--- src/rtl/keypad_entry.sv ---
// keypad_entry
//   Turns 16 debounced key levels into discrete key events and a BCD entry
//   buffer of up to DIGITS digits. A press is accepted only when the keypad
//   goes from fully released to exactly one key down. A chord is rejected.
//   Nothing further happens until every key has been released again.
//
// Ports
//   clk          system clock, all state changes on the rising edge
//   rst          asynchronous, active-high reset
//   key_link     debounced key levels (0-9 digits, 10 backspace, 11 clear,
//                12-14 function keys, 15 enter)
//   key_valid    one-cycle pulse per accepted press
//   key_code     index of the last accepted key (held between pulses)
//   key_err      one-cycle pulse on a chord or on a digit with a full buffer
//   digits       current BCD buffer, [3:0] is the most recent digit
//   count        number of digits held, 0..DIGITS
//   entry_valid  one-cycle pulse on enter
//   entry_value  buffer captured at enter (held until the next enter)
//   entry_count  count captured at enter
//
// Every output is registered, so there is no combinational path from
// key_link to any output.
module keypad_entry #(
  parameter int DIGITS = 4
) (
  input  logic        clk,
  input  logic        rst,
  input  logic [15:0] key_link,
  output logic        key_valid,
  output logic [3:0]  key_code,
  output logic        key_err,
  output logic [15:0] digits,
  output logic [2:0]  count,
  output logic        entry_valid,
  output logic [15:0] entry_value,
  output logic [2:0]  entry_count
);

  // Nibbles above the configured depth always read as zero.
  localparam logic [15:0] DIGIT_MASK =
    (DIGITS >= 4) ? 16'hFFFF : 16'((32'd1 << (4 * DIGITS)) - 32'd1);
  localparam logic [2:0] MAX_COUNT = 3'(DIGITS);

  localparam logic [3:0] KEY_BACKSPACE = 4'd10;
  localparam logic [3:0] KEY_CLEAR     = 4'd11;
  localparam logic [3:0] KEY_ENTER     = 4'd15;

  typedef enum logic {
    IDLE = 1'b0,
    HELD = 1'b1
  } state_t;

  state_t state_reg;

  // A one-hot test decides between accept and reject. The index is
  // built by OR-ing the indices of all set bits. That value is only
  // meaningful when exactly one bit is set, and it is only used in that
  // case, so chords are never priority-encoded.
  logic       any_key;
  logic       one_hot;
  logic [3:0] key_idx;
  logic [3:0] idx_terms [16];

  generate
    for (genvar gi = 0; gi < 16; gi++) begin : g_idx
      assign idx_terms[gi] = key_link[gi] ? 4'(gi) : 4'h0;
    end
  endgenerate

  always_comb begin
    key_idx = 4'h0;
    for (int i = 0; i < 16; i++) begin
      key_idx = key_idx | idx_terms[i];
    end
  end

  assign any_key = (key_link != 16'h0);
  assign one_hot = any_key && ((key_link & (key_link - 16'd1)) == 16'h0);

  // Reset lands in HELD. A key held through reset is therefore ignored
  // until the keypad has been fully released.
  always_ff @(posedge clk or posedge rst) begin
    if (rst) begin
      state_reg   <= HELD;
      key_valid   <= 1'b0;
      key_code    <= 4'h0;
      key_err     <= 1'b0;
      digits      <= 16'h0;
      count       <= 3'd0;
      entry_valid <= 1'b0;
      entry_value <= 16'h0;
      entry_count <= 3'd0;
    end else begin
      key_valid   <= 1'b0;
      key_err     <= 1'b0;
      entry_valid <= 1'b0;

      case (state_reg)
        IDLE: begin
          if (any_key) begin
            state_reg <= HELD;
            if (one_hot) begin
              key_valid <= 1'b1;
              key_code  <= key_idx;
              if (key_idx <= 4'd9) begin
                // The key is still reported when the buffer is full,
                // and it is also flagged as an error.
                if (count < MAX_COUNT) begin
                  digits <= {digits[11:0], key_idx} & DIGIT_MASK;
                  count  <= count + 3'd1;
                end else begin
                  key_err <= 1'b1;
                end
              end else begin
                case (key_idx)
                  KEY_BACKSPACE: begin
                    // Backspace on an empty buffer is a silent no-op.
                    if (count != 3'd0) begin
                      digits <= {4'h0, digits[15:4]};
                      count  <= count - 3'd1;
                    end
                  end
                  KEY_CLEAR: begin
                    digits <= 16'h0;
                    count  <= 3'd0;
                  end
                  KEY_ENTER: begin
                    // Capture the buffer as it was before the clear.
                    entry_value <= digits;
                    entry_count <= count;
                    entry_valid <= 1'b1;
                    digits      <= 16'h0;
                    count       <= 3'd0;
                  end
                  default: begin
                    // Function keys only report key_valid and key_code.
                  end
                endcase
              end
            end else begin
              key_err <= 1'b1;
            end
          end
        end

        HELD: begin
          // Changes while keys are down are ignored, so there is no
          // rollover.
          if (!any_key) begin
            state_reg <= IDLE;
          end
        end

        default: state_reg <= HELD;
      endcase
    end
  end

endmodule

--- config.mk ---
export PLATFORM = sky130hd
export DESIGN_NAME = keypad_entry
export DESIGN_NICKNAME = d
export VERILOG_FILES = /design/src/rtl/keypad_entry.sv
export SDC_FILE = /design/constraint.sdc
export NUM_CORES = 1
export LEC_CHECK = 0
export ABC_AREA = 1
export CAP_MARGIN = 30
export CELL_PAD_IN_SITES_DETAIL_PLACEMENT = 0
export CELL_PAD_IN_SITES_GLOBAL_PLACEMENT = 2
export CORE_ASPECT_RATIO = 0.75
export CORE_MARGIN = 3
export CORE_UTILIZATION = 30
export CTS_CLUSTER_SIZE = 14
export DETAILED_ROUTE_END_ITERATION = 10
export PLACE_DENSITY_LB_ADDON = 0.1
export SYNTH_ARGS = -nofsm -noshare
export SYNTH_HDL_FRONTEND = slang
export SYNTH_SLANG_ARGS = --single-unit
export TNS_END_PERCENT = 50
--- constraint.sdc ---
create_clock -name clk -period 3.8 [get_ports clk]
set_input_delay 0.95 -clock clk [delete_from_list [all_inputs] [get_ports clk]]
set_output_delay 0.95 -clock clk [all_outputs]
set_load 0.02 [all_outputs]
# After elaboration in Yosys (flattened, before gate mapping)
# Cells that the tools add are included.
[word_totals]
ff_bits = 46
out_inout_bits = 45
word_cells = 82
[classes]
addsub = 3
magnitude_cmp = 2
eq_ne = 5
mux = 37
n_bitwise = 17
reduce_logical = 9
[op_table]
columns = ["op", "count"]
rows = [
  ["$mux W16", 3],
  ["$mux W4", 8],
  ["$pmux W16 S2", 1],
  ["$or A4 B4 Y4", 7],
  ["$mux W3", 7],
  ["$and A16 B16 Y16", 1],
  ["$logic_not A16 Y1", 1],
  ["$reduce_bool A16 Y1", 1],
  ["$sub A16 B1 Y16 const B", 1],
  ["$mux W1", 15],
  ["$eq A4 B4 Y1 const B", 3],
  ["$or A3 B3 Y3", 3],
  ["$pmux W3 S2", 1],
  ["$reduce_and A6 Y1", 1],
  ["$reduce_bool A3 Y1", 2],
  ["$reduce_and A5 Y1", 1],
  ["$le A4 B4 Y1 const B", 1],
  ["$mux W2", 2],
  ["$or A3 B4 Y4", 1],
  ["$add A3 B1 Y3 const B", 1],
  ["$lt A3 B3 Y1 const B", 1],
  ["$ne A3 B3 Y1 const B", 1],
  ["$or A2 B3 Y3", 1],
  ["$reduce_and A3 Y1", 1],
  ["other kinds (7)", 8],
]

# Logic depth before layout (Yosys ltp)
# Gate-level depths: netlist of the first run.
[depth]
depth_word = 21
ltp_mapped = 13
mapped_depth_nobuf = 12

# Worst setup path after synthesis of the first run
# No wires, ideal clock.
[synth_timing]
path_kind = "input port to flip-flop"
startpoint = "in key_link[14]"
endpoint = "reg count[2]"
setup_time_ns = 0.118
arrival_time_ns = 2.145
required_time_ns = 3.682
path_slack_ns = 1.538
cell_stages = 11
n_path_buf = 1
cell_sequence = "nor2_1 > nand2_1 > nor2_4 > nor2_1 > nand2_1 > nand2_1 > nor3_4 > nand2_4 > buf_4 > nand2_1 > nand2_1"
[synth_via]
elab_chain_len = 7
word_cells_on_any_way = 19
cone_classes = "add/sub (1); order compare (1); eq/ne (5); mux (3); bitwise (3); reduce/logical (6)"
[synth_lines]
columns = ["element", "line", "rtl"]
rows = [
  ["from (decl)", "28", "input logic [15:0] key_link,"],
  ["branches (longest 7 deep; another with $sub A16 B1 Y16)", "-", ""],
  ["to (signal assigned)", "110", "count <= count + 3'd1;"],
  ["to (signal assigned)", "120", "count <= count - 3'd1;"],
  ["to (decl)", "33", "output logic [2:0] count,"],
]
# Parallel ways; which one is timed is not known.
# A chain may end at the register's enable or synchronous reset.

# Final worst setup path of the first run
[layout_timing]
startpoint = "in key_link[7]"
endpoint = "reg entry_value[5]"
[layout_via]
elab_chain_len = 13
word_cells_on_any_way = 19
cone_classes = "add/sub (1); order compare (1); eq/ne (1); mux (1); bitwise (11); reduce/logical (4)"
[layout_lines]
columns = ["element", "line", "rtl"]
rows = [
  ["$mux W3", "66", "assign idx_terms[gi] = key_link[gi] ? 4'(gi) : 4'h0;"],
  ["$or A3 B3 Y3", "73", "key_idx = key_idx | idx_terms[i];"],
  ["$or A3 B4 Y4", "73", ""],
  ["$or A4 B4 Y4 (7 in a row)", "73", ""],
  ["$le A4 B4 Y1", "105", "if (key_idx <= 4'd9) begin"],
  ["$not A1 Y1 (no source line)", "-", ""],
  ["$reduce_and A5 Y1 (no source line) (*)", "-", ""],
  ["to (signal assigned)", "129", "entry_value <= digits;"],
  ["to (decl)", "35", "output logic [15:0] entry_value,"],
]
# Mark *: on every way between the ends. The rest lies on a longest branch, timed or not.

==> reports/metrics.csv, run 1 <==
metric;value;unit
crit_required;3970;ps
finalWirelength;7270;microns
diodes;0;
tritoncts;done;
viasPerCell;4.63;
first_pass_iters;4;
grtUsageTotal;15.8;%
grt_pass1_vias;2335;
wl_per_cell;14.3;microns
fp.dieH;86.7;microns
htreeDepth;2;
final.period_utilization;78.3;%
crit_path_end;entry_value[5];
pwr-share-comb;6.5;%
largestRegisters;digits (16), entry_value (16), key_code (4);
syn_inst;342;
setup.worst_path.class;primary input to register;
die_w;114;microns
synth_area_leaders;dfrtp_1, nand2_1, nand3_1;
final_hold_viol_count;0;
fmax;0.336;GHz
drive_above_1_share;10.1;%
fin_nets;425;
syn_avg_cell_area;7.61;sq um
clock_sinks;46;
synth-edff-count;0;
syn_area;2600;sq um
power_leakage;1.69;nW
ys_ff_latch;46;
finalPower;0.974;mW
synth_common_cells;nand2_1, dfrtp_1, nor2_1;
power_density;282;nW/um^2
rsz0062_at_grt;false;
intPower;0.760;mW
vias;2360;
yosysUniqueCellTypes;28;
path_clk_slew;60;ps
grt_pass1_wl;12500;microns
dominantRegCellSynth;dfrtp_1;
report.final.slew_viol_count;0;
yosysMostFrequentCell;nand2_1;
final_antenna_net_count;0;
vdd_drop_max;0.000152;V
drcViolationCount;0;
dp_cells;502;
grt_max_degree;32;
initial_core_util;31.9;%
synth_area_leader_cell;dfrtp_1;
place_hpwl;5550;microns
switchingPower;0.214;mW
drt_iter0_markers;137;
setup_viol;0;
clockPowerShare;43.3;%
arrival;3140;ps
relSlewSlack;53.1;%
post_cts_buffers;0;
antenna_found_initial;0;
dieArea;9840;sq um
crit_path_max_fanout;22;
ys_seq_area_share;44.3;%
place.port_buffers;62;
core;8160;sq um
hold_path_class;register to register;
cts_hold_buffers;0;
finalCriticalPeriod;2980;ps
area_growth;32.9;%
yosys_warnings;0;
r2r_start;state_reg;
cp-end-kind;register;
cts_resized;0;
max_cap_violations;0;
overflow;0;
synth_top_cell_area_share;43.3;%
seq_power_share;50.3;%
mappedNetlistNets;363;
async_reset_ff_share;100;%
cts_made_buffers;5;
pin_count;63;
cts-root-buf;clkbuf_16;
worst_slew_pin_slew;703;ps
reg2reg_slack;1990;ps
fin_cells;510;
gp_congestion;0.811;
fin_skew;4.59;ps
rows;28;
cts_buffer_depth;2;
reg2regPathDepth;6;
cp-start-kind;primary input;
crit_path_start;key_link[7];
clock_latency;280;ps
status;finished clean;
finalSetupTns;0;ps
r2r_end;digits[2];
p_sw_share;22.0;%
==> metal layers <==
layer  track usage (%)  wire length (microns)
met4              2.62                     19
met5                 0                      0
met3              3.21                    338
met2              21.3                   2760
met1              25.9                   4150
==> logic make-up (layout without fill, tap and decap cells) <==
| logic type | after synthesis | after routing | share of synthesized area [%] |
|---|---|---|---|
| flops | 46 | 46 | 44.3 |
| buf+inv | 39 | 102 | 7.74 |
| mux | 1 | 1 | 0.385 |
| xor+xnor | 1 | 1 | 0.337 |
| fa+ha+maj | 3 | 3 | 1.44 |
| simple gates | 230 | 230 | 41.3 |
| compound gates | 22 | 22 | 4.47 |
==> layout by cell type, fill, tap and decap left out <==
cell type	n
nand2_1	130
clkdlybuf4s50_1	62
dfrtp_1	45
nor2_1	30
nand3_1	27
nand4_1	20
inv_1	19
o21ai_0	13
nor2_4	7
buf_4	7
nand2_2	6
o21ai_1	5
clkbuf_16	5
nor2_2	4
inv_2	4
ha_1	3
nand2_4	2
nand3b_1	2
nor3_4	1
clkinv_1	1
a21boi_1	1
nor2_8	1
xnor2_1	1
o22ai_1	1
a21oi_1	1
mux2i_1	1
a211oi_1	1
clkinv_4	1
clkinv_2	1
clkbuf_1	1
buf_12	1
dfstp_2	1
==> how the worst min path moves through the flow <==
| stage | startpoint | end | slack, ps | depth (start not counted) |
|---|---|---|---|---|
| after detailed placement | entry_value[4] | entry_value[4] | 460 | 2 |
| after global placement | entry_value[11] | entry_value[11] | 460 | 2 |
| after global routing | entry_value[7] | entry_value[7] | 500 | 2 |
| after CTS | entry_value[8] | entry_value[8] | 480 | 2 |
| final | entry_value[15] | entry_value[15] | 470 | 2 |
| after floorplan | state_reg | key_err | 570 | 3 |
==> critical path: stages <==
cell and delay [ps]:
clkdlybuf4s50_1 500, nor2_4 230, nand2_4 100, nor2_4 170, nand2_1 70, nand2_1 60
nand2_1 50, clkinv_1 60, nand2_1 120, nor2_8 340, nand3_1 110, buf_4 240
nand2_1 80, nand2_1 50
==> stage by stage <==
step / setup WS, ps / util, % / instance area (sq um) / hold WS (ps)
after floorplan: 1540 / - / 2600 / 568
final: 824 / 42.4 / 3460 / 472
after detailed placement: 535 / 40.6 / 3320 / 462
after global routing: 573 / 42.4 / 3460 / 498
after global placement: 534 / 40.4 / 3300 / 458
after CTS: 826 / 42.4 / 3460 / 477
==> power by group through the flow <==
stage / Combinational (mW) / Sequential, mW / Clock [mW]
2_1_floorplan: 0.0290 / 0.499 / 0
3_3_place_gp: 0.0624 / 0.499 / 0
3_5_place_dp: 0.0642 / 0.499 / 0
4_1_cts: 0.0643 / 0.490 / 0.436
5_1_grt: 0.0708 / 0.489 / 0.451
6_report: 0.0632 / 0.490 / 0.422
==> layout make-up <==
cell class                 count  area [sq um]
tap                          105           131
inverter                      24          90.1
clock buffer                   6           129
clock inverter                 2          13.8
sequential                    46          1150
fill                         884          4700
multi-input combinational    257          1250
timing repair buffer          70           693
No activity file was read; power rests on OpenSTA's default activity.
==> run 2: changes to the inputs <==
CORE_UTILIZATION = 28   (was 30)
clock period = 2.9 ns   (was 3.8 ns; I/O delays follow)
==> run 2 against run 1 <==
  * Register-to-register slack got worse by 1000 ps
  * Largest cell class unchanged
  * Clock skew increased by 1.9 ps
  * Worst setup slack got worse by 520 ps
  * Cell area increased by 4.5%
  * Non-clock buffer count increased by 9
  * Clock-buffer cell count decreased by 1
  * Total power increased by 43%
  * Critical path depth unchanged
  * Utilization decreased by 1.0 points
  * Routed wire length increased by 6.5%
  * Flip-flop and latch count unchanged
==> reports/metrics.csv, run 2 (synthesized netlist as in run 1, its figures left out) <==
metric;value;unit;change
wl_per_cell;14.4;microns;+0.95%
first_pass_iters;4;;unchanged
power_density;386;nW/um^2;+37%
max_cap_violations;0;;unchanged
die_w;117;microns;+3.3%
finalWirelength;7740;microns;+6.5%
cts-root-buf;clkbuf_16;;
vias;2435;;+3.2%
status;finished clean;;
cp-start-kind;primary input;;
cts_resized;0;;unchanged
hold_path_class;register to register;;
crit_path_max_fanout;16;;-27%
clock_sinks;46;;unchanged
area_growth;38.8;%;
place.port_buffers;62;;unchanged
worst_hold_startpoint;entry_value[0];;
post_cts_buffers;0;;unchanged
viasPerCell;4.53;;-2.2%
pin_count;63;;unchanged
finalCriticalPeriod;2600;ps;
worst_slew_pin_slew;785;ps;+82.1 ps
antenna_found_initial;0;;unchanged
setup_viol;0;;unchanged
holdPathStages;2;;unchanged
final_hold_viol_count;0;;unchanged
rsz0062_at_grt;false;;
arrival;2780;ps;-360 ps
fin_nets;434;;+2.1%
hold_slack;472;ps;-0.206 ps
cts_made_buffers;5;;unchanged
setup.worst_path.class;primary input to register;;
vdd_drop_max;0.000206;V;+36%
finalSetupTns;0;ps;unchanged
diodes;0;;unchanged
relSlewSlack;47.6;%;-5.5 points
dieArea;10500;sq um;+6.7%
rows;29;;+3.6%
layout_commonest_cell;nand2_1;;
grt_pass1_wl;12900;microns;+3.3%
grtUsageTotal;15.4;%;-0.41 points
min_to;entry_value[0];;
final.period_utilization;89.7;%;
gp_congestion;0.828;;+2.1%
overflow;0;;unchanged
r2r_end;count[2];;
reg2reg_slack;950;ps;-1040 ps
largestRegisters;digits (16), entry_value (16), key_code (4);;
drcViolationCount;0;;unchanged
grt_max_degree;26;;-19%
place_hpwl;5870;microns;+5.6%
drt_iter0_markers;131;;-4.4%
finalPower;1.39;mW;+43%
core;8740;sq um;+7.1%
power_leakage;1.76;nW;+4.1%
cts_buffer_depth;2;;unchanged
cp-end-kind;register;;
fin_util;41.3;%;-1.0 points
fp.dieH;89.5;microns;+3.3%
fin_skew;6.45;ps;+1.85 ps
fmax;0.384;GHz;
tritoncts;done;;
path_clk_slew;70;ps;about the same
initial_core_util;29.8;%;-2.1 points
clock_latency;290;ps;about the same
htreeDepth;2;;unchanged
report.final.slew_viol_count;0;;unchanged
reg2regPathDepth;6;;unchanged
cts_hold_buffers;0;;unchanged
grt_pass1_vias;2357;;+0.94%
final_antenna_net_count;0;;unchanged
drive_above_1_share;12.3;%;+2.2 points
crit_required;3080;ps;-890 ps
r2r_start;state_reg;;
final_cell_mix;nand2_1, clkdlybuf4s50_1, dfrtp_1;;
run 2: metal layers:
metal | track usage (%) | part of all wire (%) | wire (microns)
met4 | 4.15 | 0.88 | 68
met5 | 0 | 0 | 0
met3 | 3.54 | 4.6 | 357
met2 | 20.9 | 38 | 2920
met1 | 24.2 | 57 | 4390
run 2: layout make-up:
type | count | area [sq um]
Timing Repair Buffer | 79 | 798
Inverter | 24 | 90.1
Sequential cell | 46 | 1150
Multi-Input combinational cell | 257 | 1250
Clock inverter | 3 | 43.8
Tap cell | 124 | 155
Fill cell | 913 | 5130
Clock buffer | 5 | 125
run 2: how the worst max path moves through the flow:
stage                       startpoint              end  slack, ps
after global routing       key_link[3]   entry_value[4]        160
after global placement     key_link[7]  entry_value[10]        -40
final                      key_link[3]   entry_value[3]        300
after floorplan           key_link[14]         count[2]        860
after CTS                  key_link[3]   entry_value[3]        330
after detailed placement   key_link[3]   entry_value[3]         20
run 2: where the power goes:
part / switching (mW) / total, mW / leakage (nW) / internal [mW]
Combinational: 0.0482 / 0.0841 / 1.03 / 0.0359
Sequential: 0.000000268 / 0.641 / 0.640 / 0.641
Clock: 0.261 / 0.669 / 0.0842 / 0.408
run 2: stage by stage:
step	setup slack, ps	cell area [sq um]	cells
3_5_place_dp	21.2	3440	530
5_1_grt	165	3610	538
6_report	299	3610	538
4_1_cts	325	3610	538
2_1_floorplan	863	2600	342
3_3_place_gp	-44.1	3440	530
run 2: critical path, cell delays in order:
cell	delay, ps
clkdlybuf4s50_1	470
nor2_2	230
nand2_2	130
nor2_1	160
nand2_1	70
nand2_1	50
nand2_1	60
nor2_1	110
nand2_2	100
nor2_8	100
nand3_1	190
buf_12	250
nand2_1	60
nand2_1	50
